==> config.mk <==
export PLATFORM = sky130hd
export DESIGN_NAME = vgc_vram_arbiter_flat
export DESIGN_NICKNAME = d
export VERILOG_FILES = /design/src/rtl/vgc_vram_arbiter_if.sv /design/src/rtl/vgc_vram_arbiter.sv /design/src/flat_wrapper.sv
export SDC_FILE = /design/constraint.sdc
export NUM_CORES = 1
export LEC_CHECK = 0
export CORE_MARGIN = 10
export CORE_UTILIZATION = 42
export CTS_BUF_LIST = sky130_fd_sc_hd__clkbuf_8
export CTS_CLUSTER_SIZE = 30
export DETAILED_ROUTE_END_ITERATION = 8
export PLACE_DENSITY_LB_ADDON = 0.1
export SLEW_MARGIN = 5
export SYNTH_ARGS = -nofsm -noshare
export SYNTH_HDL_FRONTEND = slang
export SYNTH_SLANG_ARGS = --single-unit
==> constraint.sdc <==
create_clock -name clk_logic -period 3.25 [get_ports clk_logic]
set_input_delay 0.65 -clock clk_logic [delete_from_list [all_inputs] [get_ports clk_logic]]
set_output_delay 0.65 -clock clk_logic [all_outputs]
set_load 0.1 [all_outputs]
==> src/rtl/vgc_vram_arbiter_if.sv <==
// Bus bundle for the Super Hires VRAM arbiter: bus-capture writes, VGC fetches,
// the VRAM macro port and the write-buffer status.
interface vgc_vram_arbiter_if #(
  parameter int unsigned FIFO_DEPTH = 8
);
  localparam int unsigned LW = $clog2(FIFO_DEPTH) + 1;

  logic          wr_req_i;
  logic [14:0]   wr_addr_i;
  logic [7:0]    wr_data_i;
  logic          vgc_rd_i;
  logic [12:0]   vgc_addr_i;
  logic [31:0]   vgc_data_o;
  logic [12:0]   ram_addr_o;
  logic [31:0]   ram_wdata_o;
  logic [3:0]    ram_be_o;
  logic          ram_we_o;
  logic          ram_rd_o;
  logic [31:0]   ram_rdata_i;
  logic [LW-1:0] fifo_level_o;
  logic          overflow_o;
  logic [7:0]    drop_count_o;

  modport slave (
    input  wr_req_i, wr_addr_i, wr_data_i, vgc_rd_i, vgc_addr_i, ram_rdata_i,
    output vgc_data_o, ram_addr_o, ram_wdata_o, ram_be_o, ram_we_o, ram_rd_o,
           fifo_level_o, overflow_o, drop_count_o
  );

  modport master (
    output wr_req_i, wr_addr_i, wr_data_i, vgc_rd_i, vgc_addr_i, ram_rdata_i,
    input  vgc_data_o, ram_addr_o, ram_wdata_o, ram_be_o, ram_we_o, ram_rd_o,
           fifo_level_o, overflow_o, drop_count_o
  );
endinterface

==> src/rtl/vgc_vram_arbiter.sv <==
// Single-port VRAM arbiter: VGC scan-out reads always win, bus shadow writes are
// buffered in a small FIFO and drained into idle RAM cycles.
module vgc_vram_arbiter #(
  parameter int unsigned FIFO_DEPTH = 8,
  parameter int unsigned RAM_LAT    = 1
) (
  input logic               clk_logic,
  input logic               system_reset_n,
  vgc_vram_arbiter_if.slave bus
);
  localparam int unsigned AW = $clog2(FIFO_DEPTH);
  localparam int unsigned LW = AW + 1;
  localparam int unsigned CW = 2;
  localparam logic [CW-1:0] RWAIT_INIT = (RAM_LAT > 1) ? CW'(RAM_LAT - 2) : '0;

  typedef struct packed {
    logic [12:0] word;
    logic [1:0]  sel;
    logic [7:0]  data;
  } wr_entry_t;

  typedef enum logic [1:0] {IDLE, READ, RWAIT} state_t;

  state_t          state_q, state_d;
  wr_entry_t       fifo_mem [FIFO_DEPTH];
  wr_entry_t       head;
  logic [AW-1:0]   wptr_q, rptr_q;
  logic [LW-1:0]   level_q;
  logic            vgc_rd_prev_q, rd_pend_q;
  logic [12:0]     rd_addr_q;
  logic [CW-1:0]   cnt_q, cnt_d;
  logic            cap_q, cap_d;
  logic            rd_edge, fifo_full, fifo_empty, pop, push, drop, rd_issue;
  logic [12:0]     addr_d, ram_addr_q;
  logic [31:0]     wdata_d, ram_wdata_q, vgc_data_q;
  logic [3:0]      be_d, ram_be_q;
  logic            we_d, rd_d, ram_we_q, ram_rd_q, overflow_q;
  logic [7:0]      drop_count_q;

  assign rd_edge    = bus.vgc_rd_i & ~vgc_rd_prev_q;
  assign fifo_full  = (level_q == LW'(FIFO_DEPTH));
  assign fifo_empty = (level_q == '0);
  assign head       = fifo_mem[rptr_q];
  // A full FIFO still accepts a push when the same cycle pops an entry.
  assign push       = bus.wr_req_i & (~fifo_full | pop);
  assign drop       = bus.wr_req_i & fifo_full & ~pop;

  // Next-state and next-output logic; reads take priority over queued writes.
  always_comb begin
    state_d  = state_q;
    cnt_d    = cnt_q;
    cap_d    = 1'b0;
    pop      = 1'b0;
    rd_issue = 1'b0;
    addr_d   = '0;
    wdata_d  = '0;
    be_d     = '0;
    we_d     = 1'b0;
    rd_d     = 1'b0;
    unique case (state_q)
      IDLE: begin
        if (rd_pend_q) begin
          rd_d     = 1'b1;
          addr_d   = rd_addr_q;
          rd_issue = 1'b1;
          state_d  = READ;
        end else if (!fifo_empty) begin
          pop     = 1'b1;
          we_d    = 1'b1;
          addr_d  = head.word;
          be_d    = 4'b0001 << head.sel;
          wdata_d = {4{head.data}};
        end
      end
      READ: begin
        if (RAM_LAT == 1) begin
          cap_d   = 1'b1;
          state_d = IDLE;
        end else begin
          cnt_d   = RWAIT_INIT;
          state_d = RWAIT;
        end
      end
      RWAIT: begin
        if (cnt_q == '0) begin
          cap_d   = 1'b1;
          state_d = IDLE;
        end else begin
          cnt_d = cnt_q - CW'(1);
        end
      end
      default: state_d = IDLE;
    endcase
  end

  // FIFO storage needs no reset; occupancy is tracked by the pointers.
  always_ff @(posedge clk_logic) begin
    if (push) fifo_mem[wptr_q] <= '{word: bus.wr_addr_i[14:2], sel: bus.wr_addr_i[1:0],
                                    data: bus.wr_data_i};
  end

  always_ff @(posedge clk_logic or negedge system_reset_n) begin
    if (!system_reset_n) begin
      state_q       <= IDLE;
      cnt_q         <= '0;
      cap_q         <= 1'b0;
      wptr_q        <= '0;
      rptr_q        <= '0;
      level_q       <= '0;
      vgc_rd_prev_q <= 1'b0;
      rd_pend_q     <= 1'b0;
      rd_addr_q     <= '0;
      ram_addr_q    <= '0;
      ram_wdata_q   <= '0;
      ram_be_q      <= '0;
      ram_we_q      <= 1'b0;
      ram_rd_q      <= 1'b0;
      vgc_data_q    <= '0;
      overflow_q    <= 1'b0;
      drop_count_q  <= '0;
    end else begin
      state_q       <= state_d;
      cnt_q         <= cnt_d;
      cap_q         <= cap_d;
      vgc_rd_prev_q <= bus.vgc_rd_i;
      ram_addr_q    <= addr_d;
      ram_wdata_q   <= wdata_d;
      ram_be_q      <= be_d;
      ram_we_q      <= we_d;
      ram_rd_q      <= rd_d;
      // A new edge re-arms the flag even in the cycle the previous read issues.
      if (rd_edge) begin
        rd_pend_q <= 1'b1;
        rd_addr_q <= bus.vgc_addr_i;
      end else if (rd_issue) begin
        rd_pend_q <= 1'b0;
      end
      if (push) wptr_q <= wptr_q + AW'(1);
      if (pop)  rptr_q <= rptr_q + AW'(1);
      if (push && !pop)      level_q <= level_q + LW'(1);
      else if (pop && !push) level_q <= level_q - LW'(1);
      if (cap_q) vgc_data_q <= bus.ram_rdata_i;
      if (drop) begin
        overflow_q <= 1'b1;
        if (drop_count_q != 8'hFF) drop_count_q <= drop_count_q + 8'd1;
      end
    end
  end

  assign bus.ram_addr_o   = ram_addr_q;
  assign bus.ram_wdata_o  = ram_wdata_q;
  assign bus.ram_be_o     = ram_be_q;
  assign bus.ram_we_o     = ram_we_q;
  assign bus.ram_rd_o     = ram_rd_q;
  assign bus.vgc_data_o   = vgc_data_q;
  assign bus.fifo_level_o = level_q;
  assign bus.overflow_o   = overflow_q;
  assign bus.drop_count_o = drop_count_q;
endmodule

==> src/flat_wrapper.sv <==
// flat-port wrapper written by rule: the top's interface ports become plain ports
module vgc_vram_arbiter_flat 
#(
  parameter int unsigned FIFO_DEPTH = 8,
  parameter int unsigned RAM_LAT    = 1
)
  (clk_logic, system_reset_n, bus_wr_req_i, bus_wr_addr_i, bus_wr_data_i, bus_vgc_rd_i, bus_vgc_addr_i, bus_ram_rdata_i, bus_vgc_data_o, bus_ram_addr_o, bus_ram_wdata_o, bus_ram_be_o, bus_ram_we_o, bus_ram_rd_o, bus_fifo_level_o, bus_overflow_o, bus_drop_count_o);
  vgc_vram_arbiter_if #(.FIFO_DEPTH(FIFO_DEPTH)) bus_i ();
  input logic clk_logic;
  input logic system_reset_n;
  input wire logic [$bits(bus_i.wr_req_i)-1:0] bus_wr_req_i;
  input wire logic [$bits(bus_i.wr_addr_i)-1:0] bus_wr_addr_i;
  input wire logic [$bits(bus_i.wr_data_i)-1:0] bus_wr_data_i;
  input wire logic [$bits(bus_i.vgc_rd_i)-1:0] bus_vgc_rd_i;
  input wire logic [$bits(bus_i.vgc_addr_i)-1:0] bus_vgc_addr_i;
  input wire logic [$bits(bus_i.ram_rdata_i)-1:0] bus_ram_rdata_i;
  output wire logic [$bits(bus_i.vgc_data_o)-1:0] bus_vgc_data_o;
  output wire logic [$bits(bus_i.ram_addr_o)-1:0] bus_ram_addr_o;
  output wire logic [$bits(bus_i.ram_wdata_o)-1:0] bus_ram_wdata_o;
  output wire logic [$bits(bus_i.ram_be_o)-1:0] bus_ram_be_o;
  output wire logic [$bits(bus_i.ram_we_o)-1:0] bus_ram_we_o;
  output wire logic [$bits(bus_i.ram_rd_o)-1:0] bus_ram_rd_o;
  output wire logic [$bits(bus_i.fifo_level_o)-1:0] bus_fifo_level_o;
  output wire logic [$bits(bus_i.overflow_o)-1:0] bus_overflow_o;
  output wire logic [$bits(bus_i.drop_count_o)-1:0] bus_drop_count_o;
  assign bus_i.wr_req_i = bus_wr_req_i;
  assign bus_i.wr_addr_i = bus_wr_addr_i;
  assign bus_i.wr_data_i = bus_wr_data_i;
  assign bus_i.vgc_rd_i = bus_vgc_rd_i;
  assign bus_i.vgc_addr_i = bus_vgc_addr_i;
  assign bus_i.ram_rdata_i = bus_ram_rdata_i;
  assign bus_vgc_data_o = bus_i.vgc_data_o;
  assign bus_ram_addr_o = bus_i.ram_addr_o;
  assign bus_ram_wdata_o = bus_i.ram_wdata_o;
  assign bus_ram_be_o = bus_i.ram_be_o;
  assign bus_ram_we_o = bus_i.ram_we_o;
  assign bus_ram_rd_o = bus_i.ram_rd_o;
  assign bus_fifo_level_o = bus_i.fifo_level_o;
  assign bus_overflow_o = bus_i.overflow_o;
  assign bus_drop_count_o = bus_i.drop_count_o;
  vgc_vram_arbiter #(.FIFO_DEPTH(FIFO_DEPTH), .RAM_LAT(RAM_LAT)) u_core (.clk_logic(clk_logic), .system_reset_n(system_reset_n), .bus(bus_i));
endmodule
==> results by group <==
Global route
  • Number of global-route vias before repair: around 6,000
  • First-pass GRT wire length: about 36 mm
  • GRT Resource Usage Total: 14.11%
  • Initial antenna violation count: 0
  • Largest net degree at the start of global routing: 61
  • Gr ovfl total: 0

Detailed routing
  • Final ANT Viol Nets: 0
  • Routed Wire Length: 23.31 mm
  • DR WL/cell: 20.91 um
  • DR pass1 iterations: 4
  • Detail-routed via count per cell: 5.036
  • Total number of vias: 5,615
  • Iter 0 DRT Violations: 253
  • DR DRC count: 0

Placed design
  • Global placement routability congestion: a little under 0.8
  • Placed cell area: about 13,000 sq um
  • Port Buffers: about 170
  • Post-DP HPWL: 15.21 mm
  • Setup WS pre-CTS: 0.3663 ns

Worst setup path
  • Worst Setup End Kind: flop
  • Crit path DAT: 3.16 ns
  • Type of the worst setup path: reg -> reg
  • Startpoint types: flop
  • Worst Path Max Fanout: 5
  • CP Data Required Time: ~3.7 ns

STA
  • Final slew viol count: 0
  • Final critical-path required period: between 2 and 3 ns
  • Final period util: a little over four fifths
  • Headroom to the max-slew limit: ~16%
  • Worst clock skew: approximately 0.021 ns
  • Final Hold Fails: 0
  • # setup viols final: 0
  • Fmax: roughly 370 MHz
  • Setup TNS: 0 ns
  • Min Hold Slack: between 0.15 and 0.2 ns
  • Worst Slack Setup Final: 0.5200 ns
  • Worst-Margin Slew: ~1.3 ns
  • RSZ-0062 raised after global routing: no

Cells and area
  • Fin area: between 10,000 and 15,000 sq um
  • Share of cells above drive strength 1: a little over a third
  • Nets@finish: between 800 and 900
  • Commonest cells after routing, fill and taps aside: edfxtp_1 (184), buf_4 (113), dfrtp_1 (93)
  • Most common cell after layout, fill and taps aside: edfxtp_1
  • Antenna Cells: 0
  • Layout area overhead: 23.32%

CTS
  • TritonCTS clock tree: done
  • Number of CTS-inserted buffers: 45
  • # resized after CTS: 0
  • CTS H-Tree Depth: 2
  • CTS max path bufs: 3
  • Hold-fix buffers at CTS: 0
  • Worst-path clk slew: approximately 0.060 ns
  • Post CTS Setup Buffer Count: 0
  • Clock root cell: clkbuf_8
  • Clk Latency, worst-skew pair: 0.56 ns
  • CTS sink count: between 200 and 300

Die
  • Die Ht: 180.3 um
  • Die footprint: approximately 32,000 sq um
  • Chip width: 180.3 um
  • I/O pins: 168
  • Row cnt: 58
  • Initial cell density of the core: between 40 and 50%
  • CORE AREA: between 20,000 and 30,000 sq um

Yosys
  • Area share of the largest cell type after synthesis: 51.22%
  • Syn_area_per_cell: 19.09 sq um
  • Synth Cell Area: roughly 11,000 sq um
  • Sequential fraction of the synthesis area: between 70% and 80%
  • Yosys warns: 0
  • EDFF count, synth: ~180
  • Mapped Cells: between 500 and 600
  • Synth Register Bits: 279
  • Largest area contributor in the netlist: edfxtp_1
  • Ys async rst share: 34.05%
  • Cell variety after synth: 43
  • Ys flop type: edfxtp_1
  • Largest cells by area after synthesis: edfxtp_1 (51%), dfrtp_1 (22%), mux4_2 (9.0%), mux2_2 (5.1%), mux2i_1 (2.3%)
  • Syn nets: ~640

Pwr
  • Max VDD drop: between 0.6 and 0.7 mV
  • Pleak: between 5 and 6 nW
  • Pwr Density: 1012 nW/um^2

Worst hold path
  • Worst Hold Class: in -> async

Run status
  • Outcome: complete, no violations

Run
  • Total of max-cap violations: 0
[area by class of cell]
class	instances	area, sq um
fillers	2062	11950
flip-flops and latches	279	7905
multi-input cells	237	2609
repair buffers	185	1589
clock buffers	45	619.3
well taps	330	412.9
clock inverters	37	158.9
inverters	2	7.507
[synth_stat cells (all sizes together), types with 3 or more instances]
library cell  number
and4               3
nor2b              3
mux4              45
o21ai             17
nand2             25
clkbuf             5
mux2              51
edfxtp           184
and3               4
dfrtp             95
nor3               7
nand3              3
ha                 6
nand4              4
buf               42
xnor2              9
nand2b             4
mux2i             25
nor2              16
[where the power goes]
group          total [mW]  internal, mW  switching [mW]  leakage, nW
logic                5.87          1.67            4.20         1.77
registers            4.98          4.50           0.477         2.83
clock network        2.61          1.30            1.32        0.473
[state kept, by name (all words and copies together), names as in the netlist]
| name | flops |
|---|---|
| u_core.cap_q | 1 |
| u_core.bus.ram_be_o | 4 |
| u_core.bus.drop_count_o | 8 |
| u_core.rd_pend_q | 1 |
| u_core.bus.vgc_data_o | 32 |
| u_core.rptr_q | 3 |
| u_core.vgc_rd_prev_q | 1 |
| u_core.wptr_q | 3 |
| u_core.bus.ram_wdata_o | 8 |
| u_core.bus.fifo_level_o | 4 |
| u_core.bus.ram_we_o | 1 |
| u_core.bus.ram_rd_o | 1 |
| u_core.state_q | 1 |
| u_core.rd_addr_q | 13 |
| u_core.fifo_mem | 184 |
| u_core.bus.overflow_o | 1 |
| u_core.bus.ram_addr_o | 13 |
[kinds of logic after synthesis]
logic type / Yosys count / synth area share [%]
buffers and inverters: 49 / 2.900
muxes: 121 / 17.11
DFF: 279 / 73.26
adders and majority gates: 7 / 0.8816
xor gates and xnor gates: 11 / 0.8932
and+or+nand+nor: 72 / 3.271
AOI/OAI and AO/OA: 26 / 1.682
[stage by stage]
step | total power [mW] | cells | utilization [%]
4_1_cts | 13.65 | 1115 | 52.67
3_5_place_dp | 11.01 | 1033 | 49.59
6_report | 13.46 | 1115 | 52.67
3_3_place_gp | 10.92 | 1033 | 49.59
5_1_grt | 14.06 | 1115 | 52.67
2_1_floorplan | 9.622 | 565 | -
[critical path: stages, from the launching register on]
cell and delay (ns):
dfrtp_1 0.44, or3_4 0.46, o21a_1 0.22, ha_1 0.24
inv_1 0.16, ha_1 0.25, a21o_2 0.23, a2111oi_0 0.45
o31ai_1 0.14
[per-layer routing]
metal | vias up | track usage (%) | share of wire (%)
met5 | - | 0 | 0
met4 | 0 | 4.626 | 1.6
met3 | 31 | 2.932 | 5.5
met2 | 192 | 21.85 | 47
met1 | 2865 | 19.52 | 46
li1 | 2527 | - | -
[final timing paths]
| check | start | to | slack (ns) | cells after the start |
|---|---|---|---|---|
| worst min-delay path | system_reset_n | u_core.bus.drop_count_o[2] | 0.18 | 1 |
| worst max-delay path | u_core.bus.fifo_level_o[0] | u_core.bus.fifo_level_o[3] | 0.52 | 8 |
| worst max register to register | u_core.bus.fifo_level_o[0] | u_core.bus.fifo_level_o[3] | 0.52 | 8 |
| max in group asynchronous | system_reset_n | u_core.bus.vgc_data_o[1] | 2.36 | 2 |
| worst min register to register | u_core.rd_addr_q[7] | u_core.bus.ram_addr_o[7] | 0.46 | 2 |
| min in group clk_logic | u_core.rd_addr_q[7] | u_core.bus.ram_addr_o[7] | 0.46 | 2 |
Power figures use the tool's default switching activity.
